<file path="src/rtl/mux_ctrl_pkg.sv">
// Shared types and defaults for the mux select controller.
// Holds the debounce FSM state type and counter-width helper.
package mux_ctrl_pkg;

  typedef enum logic [1:0] {
    IDLE,
    DB_PRESS,
    HELD,
    DB_REL
  } db_state_t;

  localparam int DB_CYCLES_DEF   = 1_000_000;
  localparam int AUTO_CYCLES_DEF = 100_000_000;

  // Counter width for a terminal count of n-1, never below one bit.
  function automatic int cnt_w(input int n);
    return (n > 1) ? $clog2(n) : 1;
  endfunction

endpackage

</file>
<file path="src/rtl/mux_sel_ctrl_sync2.sv">
// sync2: parameterised two-flop synchroniser for asynchronous inputs.
// Ports: clk, rst_n (sync, active-low), d_i[W] raw in, q_o[W] synchronised out.
module sync2 #(
  parameter int W = 1
) (
  input  logic         clk,
  input  logic         rst_n,
  input  logic [W-1:0] d_i,
  output logic [W-1:0] q_o
);

  logic [W-1:0] s1_q;
  logic [W-1:0] s2_q;

  always_ff @(posedge clk) begin
    if (!rst_n) begin
      s1_q <= '0;
      s2_q <= '0;
    end else begin
      s1_q <= d_i;
      s2_q <= s1_q;
    end
  end

  assign q_o = s2_q;

endmodule

</file>
<file path="src/rtl/mux_sel_ctrl.sv">
// mux_sel_ctrl: synchronises switches A/B and a button, debounces the
// button and toggles mux select S once per clean press.
// Ports: clk, rst_n (sync, active-low), btn_i, sw_a_i[W], sw_b_i[W] in;
//   a_o[W], b_o[W], sel_o, sel_pulse_o out.
// Optional AUTO_TOGGLE_EN: adds auto_i and a periodic auto-toggle.
module mux_sel_ctrl
  import mux_ctrl_pkg::*;
#(
  parameter int W           = 4,
  parameter int DB_CYCLES   = DB_CYCLES_DEF,
  parameter int AUTO_CYCLES = AUTO_CYCLES_DEF
) (
  input  logic         clk,
  input  logic         rst_n,
  input  logic         btn_i,
  input  logic [W-1:0] sw_a_i,
  input  logic [W-1:0] sw_b_i,
  output logic [W-1:0] a_o,
  output logic [W-1:0] b_o,
  output logic         sel_o,
  output logic         sel_pulse_o
`ifdef AUTO_TOGGLE_EN
  ,
  input  logic         auto_i
`endif
);

  localparam int CW = cnt_w(DB_CYCLES);
  localparam logic [CW-1:0] CMAX = CW'(DB_CYCLES - 1);

  logic           btn_s;
  logic [2*W-1:0] sw_s;

  sync2 #(.W(1)) u_sync_btn (
    .clk   (clk),
    .rst_n (rst_n),
    .d_i   (btn_i),
    .q_o   (btn_s)
  );

  sync2 #(.W(2*W)) u_sync_sw (
    .clk   (clk),
    .rst_n (rst_n),
    .d_i   ({sw_a_i, sw_b_i}),
    .q_o   (sw_s)
  );

  assign a_o = sw_s[2*W-1:W];
  assign b_o = sw_s[W-1:0];

  db_state_t     state_q, state_d;
  logic [CW-1:0] cnt_q, cnt_d;
  logic          sel_q, sel_d;
  logic          pulse_q, pulse_d;
  logic          btn_tgl;
  logic          auto_tgl;

  always_ff @(posedge clk) begin
    if (!rst_n) begin
      state_q <= IDLE;
      cnt_q   <= '0;
      sel_q   <= 1'b0;
      pulse_q <= 1'b0;
    end else begin
      state_q <= state_d;
      cnt_q   <= cnt_d;
      sel_q   <= sel_d;
      pulse_q <= pulse_d;
    end
  end

  // A mid-debounce low/high returns to the last stable state, so a
  // bounce shorter than the window never toggles.
  always_comb begin
    state_d = state_q;
    cnt_d   = cnt_q;
    btn_tgl = 1'b0;
    unique case (state_q)
      IDLE: begin
        if (btn_s) begin
          state_d = DB_PRESS;
          cnt_d   = '0;
        end
      end
      DB_PRESS: begin
        if (!btn_s) begin
          state_d = IDLE;
        end else if (cnt_q == CMAX) begin
          state_d = HELD;
          btn_tgl = 1'b1;
        end else begin
          cnt_d = cnt_q + CW'(1);
        end
      end
      HELD: begin
        if (!btn_s) begin
          state_d = DB_REL;
          cnt_d   = '0;
        end
      end
      DB_REL: begin
        if (btn_s) begin
          state_d = HELD;
        end else if (cnt_q == CMAX) begin
          state_d = IDLE;
        end else begin
          cnt_d = cnt_q + CW'(1);
        end
      end
      default: begin
        state_d = IDLE;
        cnt_d   = '0;
      end
    endcase
  end

`ifdef AUTO_TOGGLE_EN
  localparam int AW = cnt_w(AUTO_CYCLES);
  localparam logic [AW-1:0] AMAX = AW'(AUTO_CYCLES - 1);

  logic [AW-1:0] acnt_q, acnt_d;

  always_ff @(posedge clk) begin
    if (!rst_n) begin
      acnt_q <= '0;
    end else begin
      acnt_q <= acnt_d;
    end
  end

  // Button toggle wins a tie with the terminal count and restarts
  // the period, so the two never double-toggle.
  always_comb begin
    acnt_d   = acnt_q;
    auto_tgl = 1'b0;
    if (!auto_i || btn_tgl) begin
      acnt_d = '0;
    end else if (acnt_q == AMAX) begin
      acnt_d   = '0;
      auto_tgl = 1'b1;
    end else begin
      acnt_d = acnt_q + AW'(1);
    end
  end
`else
  assign auto_tgl = 1'b0;
`endif

  always_comb begin
    sel_d   = sel_q ^ (btn_tgl | auto_tgl);
    pulse_d = btn_tgl | auto_tgl;
  end

  assign sel_o       = sel_q;
  assign sel_pulse_o = pulse_q;

endmodule
</file>
<file path="config.mk">
export PLATFORM = sky130hd
export DESIGN_NAME = mux_sel_ctrl
export DESIGN_NICKNAME = d
export VERILOG_FILES = /design/src/rtl/mux_ctrl_pkg.sv /design/src/rtl/mux_sel_ctrl_sync2.sv /design/src/rtl/mux_sel_ctrl.sv
export SDC_FILE = /design/constraint.sdc
export NUM_CORES = 1
export LEC_CHECK = 0
export CORE_UTILIZATION = 25
export DETAILED_ROUTE_END_ITERATION = 7
export HOLD_SLACK_MARGIN = 0.03
export MAX_ROUTING_LAYER = met4
export SLEW_MARGIN = 20
export SYNTH_ARGS = -nofsm -noshare
export SYNTH_HDL_FRONTEND = slang
export SYNTH_SLANG_ARGS = --single-unit
</file>
<file path="constraint.sdc">
create_clock -name clk -period 3.4 [get_ports clk]
set_clock_uncertainty 0.2 [all_clocks]
set_input_delay 1.02 -clock clk [delete_from_list [all_inputs] [get_ports clk]]
set_output_delay 1.02 -clock clk [all_outputs]
set_load 0.02 [all_outputs]
</file>
==> parameters.txt <==
Parameter                              Value

Synthesis
  Biggest area consumer among synthesized cells ... sky130_fd_sc_hd__dfxtp_1
  YS warnings ... 0
  Adder and majority gate portion of the synthesized area ... less than 1%
  Fraction of synthesized cell area taken by the top area cell type ... 49.4%
  Mux contribution to synthesized area ... roughly 1.2%
  Cell variety after synth ... 35
  Largest family of logic cells by synthesized area ... simple AND/OR/NAND/NOR gates
  Post-synthesis simple-gate area fraction ... 32.8%
  Synth async-reset ratio ... 0%
  Proportion of synthesized chip area in sequential cells ... between 40 and 50%
  Post-synthesis sequential element count ... 42
  Largest cells by area after synthesis ... sky130_fd_sc_hd__dfxtp_1 (49%), sky130_fd_sc_hd__and2_1 (7.7%), sky130_fd_sc_hd__nand3_1 (5.9%)
  Cell Area, Synth ... ~1700 sq um
  Count of mapped cells out of synthesis ... 181
  Post-Synth XOR/XNOR Area ... under 10%
  Post-synth top flop ... sky130_fd_sc_hd__dfxtp_1
  Compound-gate portion of the synthesized area ... about a tenth
  Number of flops mapped to enable cells by yosys ... 0
  Number of nets produced by synthesis ... between 150 and 200
  Post-Syn Area per Cell ... 9.41 sq um

STA
  Ratio of final minimum period to clock period ... 74.0%
  Worst max-slew margin expressed relative to the limit ... between 50% and 60%
  Fin. max-slew vios ... 0
  Number of setup violations in the final report ... 0
  Fin crit period ... roughly 2.5 ns
  RSZ-0062 raised after global routing ... no
  Hold slack final ... 0.238 ns
  Sum Neg Setup Slack ... 0 ns
  Max Clk Rate ... 397 MHz
  Slew at the pin with the worst max-slew slack ... 0.631 ns
  Final Hold Viols ... 0

Power and ir drop
  Worst supply voltage drop on vdd ... roughly 0.24 mV
  Final total power ... around 0.94 mW
  Standby leakage power ... around 0.75 nW
  Total power per unit cell area ... ~450 nW/um^2

Worst hold path
  Class of the tightest hold or removal check ... register to register
  WHS Path Cells ... 1
  Worst Hold End ... u_sync_sw.q_o[3]$_SDFF_PN0_
  Start point of the worst hold path ... u_sync_sw.s1_q[3]$_SDFF_PN0_

Detailed routing
  Number of design rule violations left after detail routing ... 3
  Number of iterations in the first detailed-routing pass ... 6
  Detailed-route vias per instance ... 4.74
  Post-detailed-route wirelength per cell ... 11.9 um
  Number of design-rule violations left by the first detailed-router iteration ... 130
  Post-route ant nets ... 0
  Total routed wirelength ... roughly 3400 um
  Total number of vias ... roughly 1300

Setup path
  Kind of end point of the critical path ... register
  Depth of the most critical reg-to-reg path ... 6
  Element type at the critical path start ... primary input
  Capture instance of the worst register-to-register path ... cnt_q[12]$_SDFFE_PN0P_
  Arrival time at the worst endpoint ... ~2.6 ns
  Data required time of the worst path ... 3.44 ns
  Critical-path maximum fanout ... 11
  WS Path Type ... primary input to register
  FF-to-FF Start ... cnt_q[0]$_SDFFE_PN0P_
  Worst-case register-to-register setup slack ... 1.05 ns

Floorplanning
  Core Rows ... 29
  Ports ... 21
  Floorplan core area ... 6460 sq um
  Effective utilization at floorplan ... between 20% and 30%
  Die height ... approximately 85 um
  Die width ... ~85 um
  Full die area ... 7150 sq um

Global routing
  Number of global-route vias before repair ... 1330
  GRT Total Usage ... 11.0%
  Largest net degree at the start of global routing ... 20
  Wire length of the first global-routing pass ... roughly 6000 um
  Number of antenna violations at the first check in global routing ... 0
  Total congestion overflow ... 0

CTS
  Hold buffer count at cts ... 0
  # Post-CTS Setup Buffers ... 0
  Number of H-tree branching levels ... 2
  CTS tree ... yes
  Buffer levels on the longest clock path ... 2
  Clock Pin Slew Worst Setup and Hold Paths ... 0.08 ns
  Post_cts resized ... 0
  Total clock buffers created by CTS ... 5
  Root Buffer ... sky130_fd_sc_hd__clkbuf_8
  Clk sinks ... between 40 and 50
  Worst skew pair latency ... 0.29 ns

Placed design
  GPL Wtd Cong ... between 0.7 and 0.8
  Total of buffers placed on input and output ports ... 20
  Estimated wirelength of the detail-placed design ... about 2400 um
  Placed Instances ... around 280

Status
  Violated checks ... design-rule violations
  Run status ... complete, but fails checks

Cells and area
  Non-filler cells, final ... between 200 and 300
  Leading cell types in the layout, fill and taps excluded ... sky130_fd_sc_hd__dfxtp_1 (42), sky130_fd_sc_hd__and2_1 (21), sky130_fd_sc_hd__nand3_1 (20), sky130_fd_sc_hd__clkdlybuf4s50_1 (20), sky130_fd_sc_hd__nand2_1 (12)
  Fill cells ... around 670
  Net count, final ... ~220
  Antenna cells ... 0
  Proportion of layout cells with a drive suffix above 1 ... around 7.3%
  Leading cell type in the layout, fill and taps excluded ... sky130_fd_sc_hd__dfxtp_1
  Synthesis-to-finish area growth ... 23.1%

Run
  MaxCap Viol Count ... 0
==> through the flow <==
step,util [%],setup WS (ns),cell area [sq um]
final,32.5,0.884,2100
after global routing,32.5,0.774,2100
after CTS,32.5,0.888,2100
after detailed placement,30.8,0.573,1990
after global placement,30.8,0.617,1990
after floorplan,-,1.32,1700
==> how the worst max path moves through the flow <==
stage                                   to  slack (ns)                   from  depth (start not counted)
finish               cnt_q[3]$_SDFFE_PN0P_        0.88                  rst_n                          4
global route         cnt_q[3]$_SDFFE_PN0P_        0.77                  rst_n                          4
CTS                  cnt_q[3]$_SDFFE_PN0P_        0.89                  rst_n                          4
detailed placement   cnt_q[3]$_SDFFE_PN0P_        0.57                  rst_n                          4
global placement     cnt_q[4]$_SDFFE_PN0P_        0.62                  rst_n                          4
floorplan           cnt_q[12]$_SDFFE_PN0P_        1.32  cnt_q[0]$_SDFFE_PN0P_                          7
==> synthesized netlist by cell type (all sizes together), types with 2 or more instances <==
cell,n
nor3,2
inv,4
clkbuf,4
o211ai,2
and2,21
mux2i,2
xnor2,3
buf,2
xor2,3
a21oi,8
nand3,20
or3,9
nand2b,2
o31ai,2
or4,4
a21o,2
and4,6
dfxtp,42
o21ai,6
nand2,12
nor2b,2
nand4,6
nor2,7
==> routing by layer <==
metal | vias to the layer above | GRT usage (%) | wire length, um
met5 | - | - | 0
met4 | 0 | 5.08 | 47
met3 | 2 | 2.26 | 155
met2 | 22 | 16.9 | 1500
met1 | 622 | 13.9 | 1650
li1 | 695 | - | -
==> cell type report <==
cell class | count | area, sq um | share of cell area (%)
inverters | 4 | 15.0 | 0.716
clock inverters | 3 | 40.0 | 1.91
clock buffers | 5 | 68.8 | 3.28
repair buffers | 23 | 223 | 10.6
multi-input cells | 129 | 813 | 38.8
flip-flops and latches | 42 | 841 | 40.1
well taps | 77 | 96.3 | 4.59
==> kinds of logic (layout without fill, tap and decap cells) <==
logic type	Yosys count	after routing
adder cells (fa/ha/maj)	1	1
AND/OR/NAND/NOR	94	94
multiplexers	2	2
XOR/XNOR	6	6
buffers and inverters	10	35
flip-flops	42	42
AO/OA/AOI/OAI	26	26
==> where the power goes <==
part / leakage (nW) / internal [mW] / switching (mW)
Sequential: 0.342 / 0.502 / 0.00304
Combinational: 0.349 / 0.0258 / 0.0235
Clock: 0.0579 / 0.216 / 0.168
==> registers in the layout, indices dropped and copies added, names as in the netlist, named ones only <==
name	cells
cnt_q	20
u_sync_sw.q_o	8
u_sync_sw.s1_q	8
sel_o	1
sel_pulse_o	1
state_q	1
u_sync_btn.q_o	1
u_sync_btn.s1_q	1
==> critical path: stages <==
cell	delay, ns
sky130_fd_sc_hd__clkdlybuf4s50_1	0.67
sky130_fd_sc_hd__o21ai_0	0.25
sky130_fd_sc_hd__or4_1	0.54
sky130_fd_sc_hd__nand2_1	0.07
(Power assumes the default switching activity.)
